**src/rtl/pic_priority_ctrl.sv**
```systemverilog
// PIC request/in-service controller: IRR latch, IMR mask, nested priority, two-pulse INTA, vector out.
// Build option: define PIC_ROTATE_EN for automatic rotation on EOI (otherwise fixed IR7 > ... > IR0).
module pic_priority_ctrl #(
    parameter int unsigned EDGE_TRIG = 1,
    parameter logic [4:0]  VEC_BASE  = 5'h08
) (
    input  logic       clk,
    input  logic       rst,
    input  logic [7:0] ir,
    input  logic       imr_wr,
    input  logic [7:0] imr_data,
    input  logic       eoi,
    input  logic       inta,
    output logic       int_o,
    output logic [7:0] vec_o,
    output logic       vec_valid,
    output logic [7:0] irr_o,
    output logic [7:0] isr_o,
    output logic [7:0] imr_o
);

    localparam int unsigned NUM_IR = 8;

    localparam logic [1:0] IDLE = 2'd0;
    localparam logic [1:0] REQ  = 2'd1;
    localparam logic [1:0] ACK1 = 2'd2;

    logic [1:0] state_q, state_d;
    logic [7:0] ir_q, ir_d;
    logic [7:0] irr_q, irr_d;
    logic [7:0] isr_q, isr_d;
    logic [7:0] imr_q, imr_d;
    logic [2:0] id_q, id_d;
    logic       int_q, int_d;
    logic [7:0] vec_q, vec_d;
    logic       vec_valid_q, vec_valid_d;
    logic [2:0] prio_ptr;

    logic [3:0] isr_top, elig_top, post_top;
    logic [7:0] elig, isr_post;
    logic [2:0] eoi_id, win_id;
    logic       eoi_hit, win_valid, grant;

    // Returns {found, rank} of the highest-priority set bit; rank 7 is the bit just below ptr.
    function automatic logic [3:0] top_rank(input logic [7:0] v, input logic [2:0] ptr);
        logic [3:0] res;
        logic [2:0] idx;
        res = 4'd0;
        for (int k = 0; k < int'(NUM_IR); k++) begin
            idx = 3'(k) + ptr;
            if (v[idx]) res = {1'b1, 3'(k)};
        end
        return res;
    endfunction

`ifdef PIC_ROTATE_EN
    logic [2:0] prio_ptr_q, prio_ptr_d;

    always_comb begin
        prio_ptr_d = prio_ptr_q;
        if (eoi_hit) prio_ptr_d = eoi_id;
    end

    always_ff @(posedge clk or posedge rst) begin
        if (rst) prio_ptr_q <= 3'd0;
        else     prio_ptr_q <= prio_ptr_d;
    end

    assign prio_ptr = prio_ptr_q;
`else
    assign prio_ptr = 3'd0;
`endif

    // EOI is applied before the grant, so the winner is judged against the post-EOI ISR.
    always_comb begin
        isr_top  = top_rank(isr_q, prio_ptr);
        eoi_hit  = eoi && isr_top[3];
        eoi_id   = isr_top[2:0] + prio_ptr;
        isr_post = isr_q;
        if (eoi_hit) isr_post[eoi_id] = 1'b0;
        elig      = irr_q & ~imr_q;
        elig_top  = top_rank(elig, prio_ptr);
        post_top  = top_rank(isr_post, prio_ptr);
        win_valid = elig_top[3] && (!post_top[3] || (elig_top[2:0] > post_top[2:0]));
        win_id    = elig_top[2:0] + prio_ptr;
    end

    always_comb begin
        state_d     = state_q;
        id_d        = id_q;
        int_d       = int_q;
        vec_d       = vec_q;
        vec_valid_d = 1'b0;
        grant       = 1'b0;
        case (state_q)
            IDLE: begin
                if (win_valid) begin
                    state_d = REQ;
                    int_d   = 1'b1;
                end
            end
            REQ: begin
                if (inta) begin
                    state_d = ACK1;
                    if (win_valid) begin
                        grant = 1'b1;
                        id_d  = win_id;
                    end else begin
                        id_d  = 3'd7;
                    end
                end else if (!win_valid) begin
                    state_d = IDLE;
                    int_d   = 1'b0;
                end
            end
            ACK1: begin
                if (inta) begin
                    vec_d       = {VEC_BASE, id_q};
                    vec_valid_d = 1'b1;
                    int_d       = 1'b0;
                    state_d     = IDLE;
                end
            end
            default: begin
                state_d = IDLE;
                int_d   = 1'b0;
            end
        endcase
    end

    // Edge mode: a new edge beats a same-cycle grant clear on the same bit.
    always_comb begin
        ir_d  = ir;
        imr_d = imr_wr ? imr_data : imr_q;
        isr_d = isr_post;
        if (grant) isr_d[win_id] = 1'b1;
        if (EDGE_TRIG != 0) begin
            irr_d = irr_q;
            if (grant) irr_d[win_id] = 1'b0;
            irr_d = irr_d | (ir & ~ir_q);
        end else begin
            irr_d = ir;
        end
    end

    always_ff @(posedge clk or posedge rst) begin
        if (rst) begin
            state_q     <= IDLE;
            ir_q        <= 8'd0;
            irr_q       <= 8'd0;
            isr_q       <= 8'd0;
            imr_q       <= 8'd0;
            id_q        <= 3'd0;
            int_q       <= 1'b0;
            vec_q       <= 8'd0;
            vec_valid_q <= 1'b0;
        end else begin
            state_q     <= state_d;
            ir_q        <= ir_d;
            irr_q       <= irr_d;
            isr_q       <= isr_d;
            imr_q       <= imr_d;
            id_q        <= id_d;
            int_q       <= int_d;
            vec_q       <= vec_d;
            vec_valid_q <= vec_valid_d;
        end
    end

    assign int_o     = int_q;
    assign vec_o     = vec_q;
    assign vec_valid = vec_valid_q;
    assign irr_o     = irr_q;
    assign isr_o     = isr_q;
    assign imr_o     = imr_q;

endmodule

```
**config.mk**
```make
export PLATFORM = sky130hd
export DESIGN_NAME = pic_priority_ctrl
export DESIGN_NICKNAME = d
export VERILOG_FILES = /design/src/rtl/pic_priority_ctrl.sv
export SDC_FILE = /design/constraint.sdc
export NUM_CORES = 1
export LEC_CHECK = 0
export CORE_MARGIN = 5
export CORE_UTILIZATION = 50
export CTS_BUF_LIST = sky130_fd_sc_hd__clkbuf_8
export CTS_CLUSTER_SIZE = 25
export DETAILED_ROUTE_END_ITERATION = 8
export PLACE_DENSITY = 0.82
export RECOVER_POWER = 100
export SYNTH_ARGS = -nofsm -noshare
export SYNTH_HDL_FRONTEND = slang
export SYNTH_SLANG_ARGS = --single-unit
```
**constraint.sdc**
```tcl
create_clock -name clk -period 3.75 [get_ports clk]
set_input_delay 0.9375 -clock clk [delete_from_list [all_inputs] [get_ports clk]]
set_output_delay 0.9375 -clock clk [all_outputs]
set_load 0.01 [all_outputs]
```
==> flow_metrics.env, run 1 <==
export IMPL_design_core_area_um2=4000
export IMPL_avgRoutedWirePerCell_um=16.0
export IMPL_multi_input_area_um2=1070
export IMPL_finalHoldViolCount=0
export IMPL_crit_fanout=7
export IMPL_crit_arrival_ns=3.84
export IMPL_die_area_um2=5500
export IMPL_drtAntennaViolNets=0
export IMPL_final_setup_viol_count=0
export IMPL_grt_pass1_vias=1780
export IMPL_die_y_um=74.1
export IMPL_synth_common_cells="43 x dfrtp_1, 17 x nor2_1, 13 x nand2b_1, 13 x o21ai_0, 11 x nor2b_1"
export IMPL_required_ns=3.97
export IMPL_grt_busiest_layer="met2"
export IMPL_placed_area_um2=2710
export IMPL_first_pass_iters=4
export IMPL_nFillCells=294
export IMPL_outcome="complete, but fails checks"
export IMPL_drt_iter0_drc=94
export IMPL_fin_crit_sh=0.965
export IMPL_irDropWorstVdd_mv=0.281
export IMPL_n_antenna_cell=0
export IMPL_regArea_um2=1080
export IMPL_period_minus_slack_ns=3.62
export IMPL_wl_mm=5.05
export IMPL_yosys_warnings=0
export IMPL_yosysTopAreaCell="dfrtp_1"
export IMPL_grt_pass1_wl_mm=8.18
export IMPL_route_detailed_drc=0
export IMPL_fp_row_count=23
export IMPL_met1_usage=0.259
export IMPL_viasPerCell=5.46
export IMPL_grt_overflow_total=0
export IMPL_gr_usage_all_layers=0.198
export IMPL_yosysMostFrequentCell="dfrtp_1"
export IMPL_num_vias=1725
export IMPL_yosysSeqAreaShare=0.523
export IMPL_antenna_found_initial=0
export IMPL_max_slew_margin=-0.475
export IMPL_syn_cell_area_um2=2060
export IMPL_met3_usage=0.0568
export IMPL_io_buffers=50
export IMPL_ctsRootBufferMaster="clkbuf_8"
export IMPL_yosysUniqueCellTypes=40
export IMPL_synth_edff_count=0
export IMPL_path_clk_slew_ns=0.08
export IMPL_cts_buffers=5
export IMPL_fin_skew_ns=0.00970
export IMPL_cts_buffer_depth=2
export IMPL_rsz0062_at_grt="false"
export IMPL_cts_tree="done"
export IMPL_tightestPinTransition_ns=2.21
export IMPL_io_pins=55
export IMPL_start_util=0.514
export IMPL_synth_cells=194
export IMPL_ys_async_sr_fraction=1.00
export IMPL_critPathLaunchType="input port"
export IMPL_grtUsageMet2=0.320
export IMPL_hpwl_mm=3.64
export IMPL_layout_nets=291
export IMPL_power_density_nw_per_um2=572
export IMPL_grt_max_degree=44
export IMPL_place_gp_congestion=0.851
export IMPL_synth_top_area_share=0.523
export IMPL_clk_latency_ns=0.29
export IMPL_numClockSinks=43
export IMPL_htree_levels=2
export IMPL_design_power_total_w=0.00169
export IMPL_hp_class="reg -> reg"
export IMPL_fmax_mhz=276
export IMPL_total_leakage_power_nw=1.24
export IMPL_ys_ff_latch=43
export IMPL_cap_violations=1
export IMPL_ys_top_cells_by_area="dfrtp_1 52%, mux2_2 5.5%, nand2b_1 4.0%"
export IMPL_design_area_um2=2960
export IMPL_violations="capacitance limit, slew limit"
export IMPL_fp_dieW_um=74.1
export IMPL_syn_area_per_cell_um2=10.6
export IMPL_synthFlopType="dfrtp_1"
export IMPL_area_growth_pct=44.0
export IMPL_slew_violations=44
export IMPL_drive_above_1_share=0.226
export IMPL_path_class="in -> reg"
export IMPL_end_kind="register"
placed cells by master (no fill, tap or decap), drive strengths merged, types with 3 or more instances in the layout:
cell type,instances
dlygate4sd3,40
clkbuf,9
o21ai,13
or2,5
inv,11
a31oi,6
a22o,4
a21oi,9
buf,17
ha,3
nor3,5
nor2b,11
dfrtp,43
and2,3
mux2,10
nand2,8
conb,4
nand3,3
nor2,17
clkdlybuf4s50,9
nand2b,13
logic make-up (layout without fill, tap and decap cells):
kind of cell | after synthesis | after routing | share of synthesized area
other | 1 | 4 | 0.00182
buffers and inverters | 17 | 86 | 0.0389
and+or+nand+nor | 69 | 69 | 0.185
DFF | 43 | 43 | 0.523
AOI/OAI and AO/OA | 51 | 51 | 0.178
muxes | 10 | 10 | 0.0547
adders and majority gates | 3 | 3 | 0.0183
through the flow:
stage | setup TNS [ns] | cells | util | hold WS, ns | worst slack [ns]
after floorplan | 0 | 197 | - | 0.480 | 0.0690
after global placement | -9.41 | 306 | 0.677 | 0.453 | -0.566
after detailed placement | -12.08 | 306 | 0.677 | 0.495 | -0.668
after CTS | 0 | 314 | 0.723 | 0.512 | 0.112
after global routing | 0 | 316 | 0.740 | 0.526 | 0.0450
final | 0 | 316 | 0.740 | 0.506 | 0.130
layout make-up:
type | instances | share of cell area
well taps | 50 | 0.0211
multi-input cells | 137 | 0.360
repair buffers | 70 | 0.218
clock inverters | 1 | 0.00127
inverters | 10 | 0.0127
flip-flops and latches | 43 | 0.363
clock buffers | 5 | 0.0232
what timing repair did:
item,4_1_cts,5_1_grt
setup endpoints to repair,21,15
resized for setup,22,18
pin swaps,11,12
gates cloned,0,0
buffers inserted,2,2
hold buffers,0,0
worst paths after layout:
| path | start | end | slack, ns | depth (start not counted) |
|---|---|---|---|---|
| max | eoi | isr_o[6] | 0.13 | 13 |
| min | vec_o[0] | vec_o[0] | 0.51 | 1 |
| max reg2reg | isr_o[4] | isr_o[6] | 0.30 | 12 |
| min reg2reg | vec_o[0] | vec_o[0] | 0.51 | 1 |
| max in group asynchronous | rst | imr_o[6] | 0.72 | 3 |
| min in group asynchronous | rst | irr_o[5] | 1.77 | 3 |
power by group:
group	switching [W]	internal, W	leakage [nW]
logic	0.000388	0.000393	0.713
registers	0.0000925	0.000556	0.489
clock network	0.000143	0.000121	0.0413
state kept, by name (all words and copies together), names as in the netlist:
| name | count |
|---|---|
| irr_o | 8 |
| vec_o | 4 |
| vec_valid | 1 |
| int_o | 1 |
| ir_q | 8 |
| state_q | 2 |
| isr_o | 8 |
| id_q | 3 |
| imr_o | 8 |
metal layers:
layer	part of all wire	vias to the layer above
met5	0	-
li1	-	823
met1	0.42	845
met3	0.063	6
met4	0.0099	0
met2	0.50	51
worst max-delay path, stage by stage:
cell and delay, ns:
clkbuf_2 0.09, or4b_4 0.45, or2_4 0.27, or3_4 0.34, a32oi_1 0.28, o21ai_2 0.09
ha_1 0.31, nand3_2 0.09, o21ai_4 0.10, o2bb2ai_4 0.17, o221ai_4 0.15, nor3_4 0.34
a32o_1 0.22
Power figures use the tool's default switching activity.
==> run 2, diff against run 1 <==
Settings changed: CORE_UTILIZATION 50 to 43, CTS_BUF_LIST sky130_fd_sc_hd__clkbuf_8 to default, CTS_CLUSTER_SIZE 25 to default, PLACE_DENSITY 0.82 to 0.75.
Clock period 3.75 ns to 3.2 ns, I/O delays scaled along.
==> flow_metrics.env, run 2 (same netlist as run 1, synthesis figures left out) <==
export IMPL_outcome="complete, but fails checks"
export IMPL_violations="setup timing"
export IMPL_layout_commonest_cell="dfrtp_1"
export IMPL_numClockSinks=43
export IMPL_start_util=0.438
export IMPL_seqPwrFrac=0.380
export IMPL_cap_violations=0
export IMPL_first_pass_iters=4
export IMPL_grt_pass1_vias=1728
export IMPL_drtAntennaViolNets=0
export IMPL_required_ns=3.42
export IMPL_post_place_ws_ns=-0.957
export IMPL_cts_buffers=5
export IMPL_die_y_um=79.2
export IMPL_gr_usage_all_layers=0.165
export IMPL_crit_fanout=7
export IMPL_cts_hold_fix_buffers=0
export IMPL_total_leakage_power_nw=1.25
export IMPL_antenna_found_initial=0
export IMPL_hold_start="vec_o[6]"
export IMPL_fmax_mhz=303
export IMPL_place_gp_congestion=0.898
export IMPL_drive_above_1_share=0.239
export IMPL_critPathLaunchType="input port"
export IMPL_num_vias=1713
export IMPL_hp_class="reg -> reg"
export IMPL_fin_setup_tns_ns=-0.682
export IMPL_area_growth_pct=43.0
export IMPL_drt_iter0_drc=99
export IMPL_path_class="in -> reg"
export IMPL_max_slew_margin=0.325
export IMPL_final_cell_mix="43 x dfrtp_1, 37 x dlygate4sd3_1, 18 x buf_4"
export IMPL_fin_skew_ns=0.00893
export IMPL_min_to="vec_o[6]"
export IMPL_end_kind="register"
export IMPL_min_path_cells=1
export IMPL_cts_tree="done"
export IMPL_switching_share=0.353
export IMPL_r2r_slack_ns=-0.01
export IMPL_clk_latency_ns=0.29
export IMPL_finalHoldViolCount=0
export IMPL_route_detailed_drc=0
export IMPL_r2r_end="isr_o[6]"
export IMPL_fin_ws_ns=-0.102
export IMPL_fin_crit_sh=1.03
export IMPL_die_area_um2=6270
export IMPL_grt_max_degree=44
export IMPL_hpwl_mm=3.54
export IMPL_n_antenna_cell=0
export IMPL_fp_dieW_um=79.2
export IMPL_grt_overflow_total=0
export IMPL_avgRoutedWirePerCell_um=14.7
export IMPL_combPwrFrac=0.457
export IMPL_slew_violations=0
export IMPL_power_density_nw_per_um2=670
export IMPL_crit_arrival_ns=3.52
export IMPL_viasPerCell=5.32
export IMPL_htree_levels=2
export IMPL_ctsRootBufferMaster="clkbuf_8"
export IMPL_io_pins=55
export IMPL_final_setup_viol_count=18
export IMPL_fp_row_count=25
export IMPL_grt_pass1_wl_mm=8.18
export IMPL_path_clk_slew_ns=0.08
export IMPL_p_int_w=0.00127
export IMPL_design_core_area_um2=4690
export IMPL_cts_buffer_depth=2
export IMPL_period_minus_slack_ns=3.30
export IMPL_clkPwrFrac=0.163
export IMPL_holdWs_ns=0.476
export IMPL_reg2reg_depth=13
export IMPL_wl_mm=4.74
export IMPL_irDropWorstVdd_mv=0.313
export IMPL_rsz0062_at_grt="true"
export IMPL_tightestPinTransition_ns=1.01
export IMPL_switching_power_w=0.000696
export IMPL_layout_nets=291
export IMPL_design_power_total_w=0.00197
export IMPL_rr_startpoint="isr_o[6]"
export IMPL_io_buffers=50
==> run 2: cell types whose count changed in the layout (fill, tap and decap cells not counted), sizes merged <==
cell	delta
clkdlybuf4s50	+3
buf	+3
dlygate4sd3	-3
clkbuf	-1
inv	-1
clkinv	+1
==> run 2: metal layers <==
metal | track usage | routed length [um] | vias up | share of wire
met5 | 0 | 0 | - | 0
met4 | 0.0395 | 34 | 0 | 0.0072
met3 | 0.0420 | 339 | 2 | 0.072
met2 | 0.264 | 2280 | 55 | 0.48
met1 | 0.224 | 2080 | 826 | 0.44
li1 | - | - | 830 | -
==> run 2: worst max-delay path: stages <==
cell and delay, ns:
buf_6 0.07, or4b_4 0.45, or2_4 0.26, or3_4 0.33, a32oi_1 0.20, o21ai_1 0.08, ha_1 0.29, nand3_2 0.09
o21ai_4 0.08, o22ai_2 0.13, o221ai_2 0.13, buf_6 0.16, nor3_4 0.25, a32o_1 0.21
==> run 2: cell type report <==
type,instances,area (um^2)
fill,387,1750
sequential,43,1080
multi-input combinational,137,1030
timing repair buffer,70,653
clock buffer,7,76.3
tap,54,67.6
inverter,10,37.5
clock inverter,1,5.00
==> run 2: per-stage QoR <==
step | utilization | cells | area, um^2
finish | 0.627 | 322 | 2940
detailed placement | 0.580 | 309 | 2720
CTS | 0.618 | 323 | 2900
global placement | 0.580 | 309 | 2720
floorplan | - | 197 | 2080
global route | 0.627 | 322 | 2940
==> run 2: worst max path at each step <==
stage,start,end,slack [ns],depth (start not counted)
2_1_floorplan,eoi,isr_o[2],-0.26,13
3_3_place_gp,eoi,isr_o[2],-0.89,13
3_5_place_dp,eoi,isr_o[2],-0.96,13
4_1_cts,eoi,isr_o[6],-0.18,14
5_1_grt,eoi,isr_o[6],-0.20,14
6_report,eoi,isr_o[6],-0.10,14
==> run 2: power groups by stage <==
| stage | registers, W | clock network (W) | logic [W] |
|---|---|---|---|
| 2_1_floorplan | 0.000774 | 0 | 0.000405 |
| 3_3_place_gp | 0.000752 | 0 | 0.000775 |
| 3_5_place_dp | 0.000756 | 0 | 0.000787 |
| 4_1_cts | 0.000748 | 0.000336 | 0.000874 |
| 5_1_grt | 0.000771 | 0.000353 | 0.000975 |
| 6_report | 0.000748 | 0.000322 | 0.000901 |
==> run 2: what timing repair did <==
item | 4_1_cts | 5_1_grt
gates cloned | 0 | 0
endpoints found under the setup margin | 21 | 21
pin swaps | 16 | 17
resized for setup | 16 | 11
setup buffers | 6 | 0
==> run 3, diff against run 2 <==
Settings changed: CORE_MARGIN 5 to 3, CTS_CLUSTER_SIZE from default to 16, GPL_TIMING_DRIVEN from default to 0.
==> flow_metrics.env, run 3 (same netlist as run 1, synthesis figures left out) <==
export IMPL_fin_ws_ns=-0.185
export IMPL_switching_power_w=0.000708
export IMPL_end_kind="register"
export IMPL_cap_violations=1
export IMPL_die_area_um2=5650
export IMPL_cp_depth=13
export IMPL_path_cells="buf_6, or4b_4, or2_4, buf_4, o2bb2ai_4, a211oi_2, nor2_1, ha_1, a211oi_4, o22ai_2, o221ai_4, nor3_4, a32o_1"
export IMPL_power_density_nw_per_um2=688
export IMPL_ctsRootBufferMaster="clkbuf_8"
export IMPL_path_clk_slew_ns=0.08
export IMPL_regArea_um2=1080
export IMPL_combPwrFrac=0.432
export IMPL_p_int_w=0.00132
export IMPL_antenna_found_initial=0
export IMPL_fin_skew_ns=0.00554
export IMPL_gr_usage_all_layers=0.169
export IMPL_cts_buffer_depth=2
export IMPL_clkPwrFrac=0.199
export IMPL_cp_endpoint="isr_o[6]"
export IMPL_fin_setup_tns_ns=-2.48
export IMPL_critPathMaxStageDelay_ns=0.46
export IMPL_worstSetupStartpoint="eoi"
export IMPL_avgRoutedWirePerCell_um=14.6
export IMPL_fin_crit_sh=1.06
export IMPL_grt_pass1_vias=1548
export IMPL_final_cell_mix="41 x dfrtp_1, 36 x dlygate4sd3_1, 15 x nor2_1"
export IMPL_crit_fanout=7
export IMPL_io_buffers=49
export IMPL_numClockSinks=43
export IMPL_place_gp_congestion=0.870
export IMPL_outcome="complete, but fails checks"
export IMPL_n_antenna_cell=0
export IMPL_fmax_mhz=295
export IMPL_fp_dieW_um=75.2
export IMPL_irDropWorstVdd_mv=0.347
export IMPL_finalHoldViolCount=0
export IMPL_fp_row_count=24
export IMPL_hpwl_mm=3.16
export IMPL_route_met3_wl_um=361
export IMPL_reg2reg_depth=12
export IMPL_tightestPinTransition_ns=1.59
export IMPL_final_setup_viol_count=21
export IMPL_max_slew_margin=-0.0631
export IMPL_multi_input_area_um2=1060
export IMPL_crit_arrival_ns=3.57
export IMPL_drt_iter0_drc=65
export IMPL_first_pass_iters=4
export IMPL_cts_hold_fix_buffers=0
export IMPL_violations="capacitance limit, slew limit, setup timing"
export IMPL_r2r_slack_ns=-0.16
export IMPL_routed_top_layer="met4"
export IMPL_rsz0062_at_grt="true"
export IMPL_htree_levels=2
export IMPL_cpLargestDelayFamily="compound AO/OA/AOI/OAI gates"
export IMPL_total_leakage_power_nw=1.23
export IMPL_wl_met1_mm=2.02
export IMPL_area_growth_pct=43.2
export IMPL_design_power_total_w=0.00203
export IMPL_slew_violations=44
export IMPL_design_core_area_um2=4470
export IMPL_r2r_end="isr_o[6]"
export IMPL_critical_path_slowest_cell="or4b_4"
export IMPL_layout_nets=285
export IMPL_min_path_cells=1
export IMPL_critPathLaunchType="input port"
export IMPL_grt_overflow_total=0
export IMPL_nFillCells=340
export IMPL_dr_wl_met2_mm=2.14
export IMPL_grt_pass1_wl_mm=7.27
export IMPL_cts_tree="done"
export IMPL_cts_buffers=5
export IMPL_clk_latency_ns=0.29
export IMPL_route_detailed_drc=0
export IMPL_drive_above_1_share=0.234
export IMPL_seqPwrFrac=0.369
export IMPL_layout_commonest_cell="dfrtp_1"
export IMPL_period_minus_slack_ns=3.38
export IMPL_required_ns=3.38
export IMPL_path_class="in -> reg"
export IMPL_io_pins=55
export IMPL_hp_class="reg -> reg"
export IMPL_switching_share=0.349
export IMPL_viasPerCell=5.33
export IMPL_rr_startpoint="isr_o[6]"
export IMPL_num_vias=1669
export IMPL_design_area_um2=2950
export IMPL_start_util=0.460
export IMPL_drtAntennaViolNets=0
export IMPL_grt_max_degree=44
export IMPL_die_y_um=75.2
export IMPL_placed_area_um2=2640
export IMPL_critPathBufInv=2
export IMPL_wl_mm=4.58
[run 3: changes by cell type in the layout (fill, tap and decap cells not counted), sizes merged]
cell	change
bufinv	+1
dlygate4sd3	-1
buf	-6
clkinv	-1
[run 3: layout make-up]
type | instances | area share
plain buffers | 6 | 0.0127
inverters | 10 | 0.0127
repair buffers | 58 | 0.191
well taps | 52 | 0.0221
flip-flops and latches | 43 | 0.366
clock inverters | 1 | 0.0102
clock buffers | 6 | 0.0246
multi-input cells | 137 | 0.361
[run 3: metal layers]
metal | vias to the layer above | global-route usage
met1 | 789 | 0.232
met2 | 60 | 0.253
met5 | - | 0
li1 | 813 | -
met4 | 0 | 0.0544
met3 | 7 | 0.0587
[run 3: stage by stage]
stage          hold WS [ns]  setup WS (ns)  cells   util
6_report              0.468         -0.185    313  0.659
3_3_place_gp          0.451          -1.08    298  0.590
2_1_floorplan         0.480         -0.264    197      -
4_1_cts               0.475         -0.287    312  0.645
5_1_grt               0.475         -0.297    313  0.659
3_5_place_dp          0.453          -1.07    298  0.590
[run 3: what timing repair did]
| action | CTS | global route |
|---|---|---|
| endpoints found under the hold margin | 0 | 0 |
| setup endpoints to repair | 21 | 21 |
| setup buffers | 7 | 2 |
| gates resized for setup | 21 | 12 |
| pin swaps | 13 | 21 |
[run 3: how the worst min path moves through the flow]
stage | start | end
2_1_floorplan | id_q[0] | vec_o[0]
3_3_place_gp | vec_o[6] | vec_o[6]
3_5_place_dp | vec_o[6] | vec_o[6]
4_1_cts | vec_o[6] | vec_o[6]
5_1_grt | vec_o[6] | vec_o[6]
6_report | vec_o[6] | vec_o[6]
[run 3: power groups by stage]
| stage | sequential, W | combinational [W] | clock [W] |
|---|---|---|---|
| 2_1_floorplan | 0.000774 | 0.000405 | 0 |
| 3_3_place_gp | 0.000752 | 0.000692 | 0 |
| 3_5_place_dp | 0.000754 | 0.000706 | 0 |
| 4_1_cts | 0.000747 | 0.000840 | 0.000412 |
| 5_1_grt | 0.000764 | 0.000953 | 0.000436 |
| 6_report | 0.000748 | 0.000876 | 0.000404 |
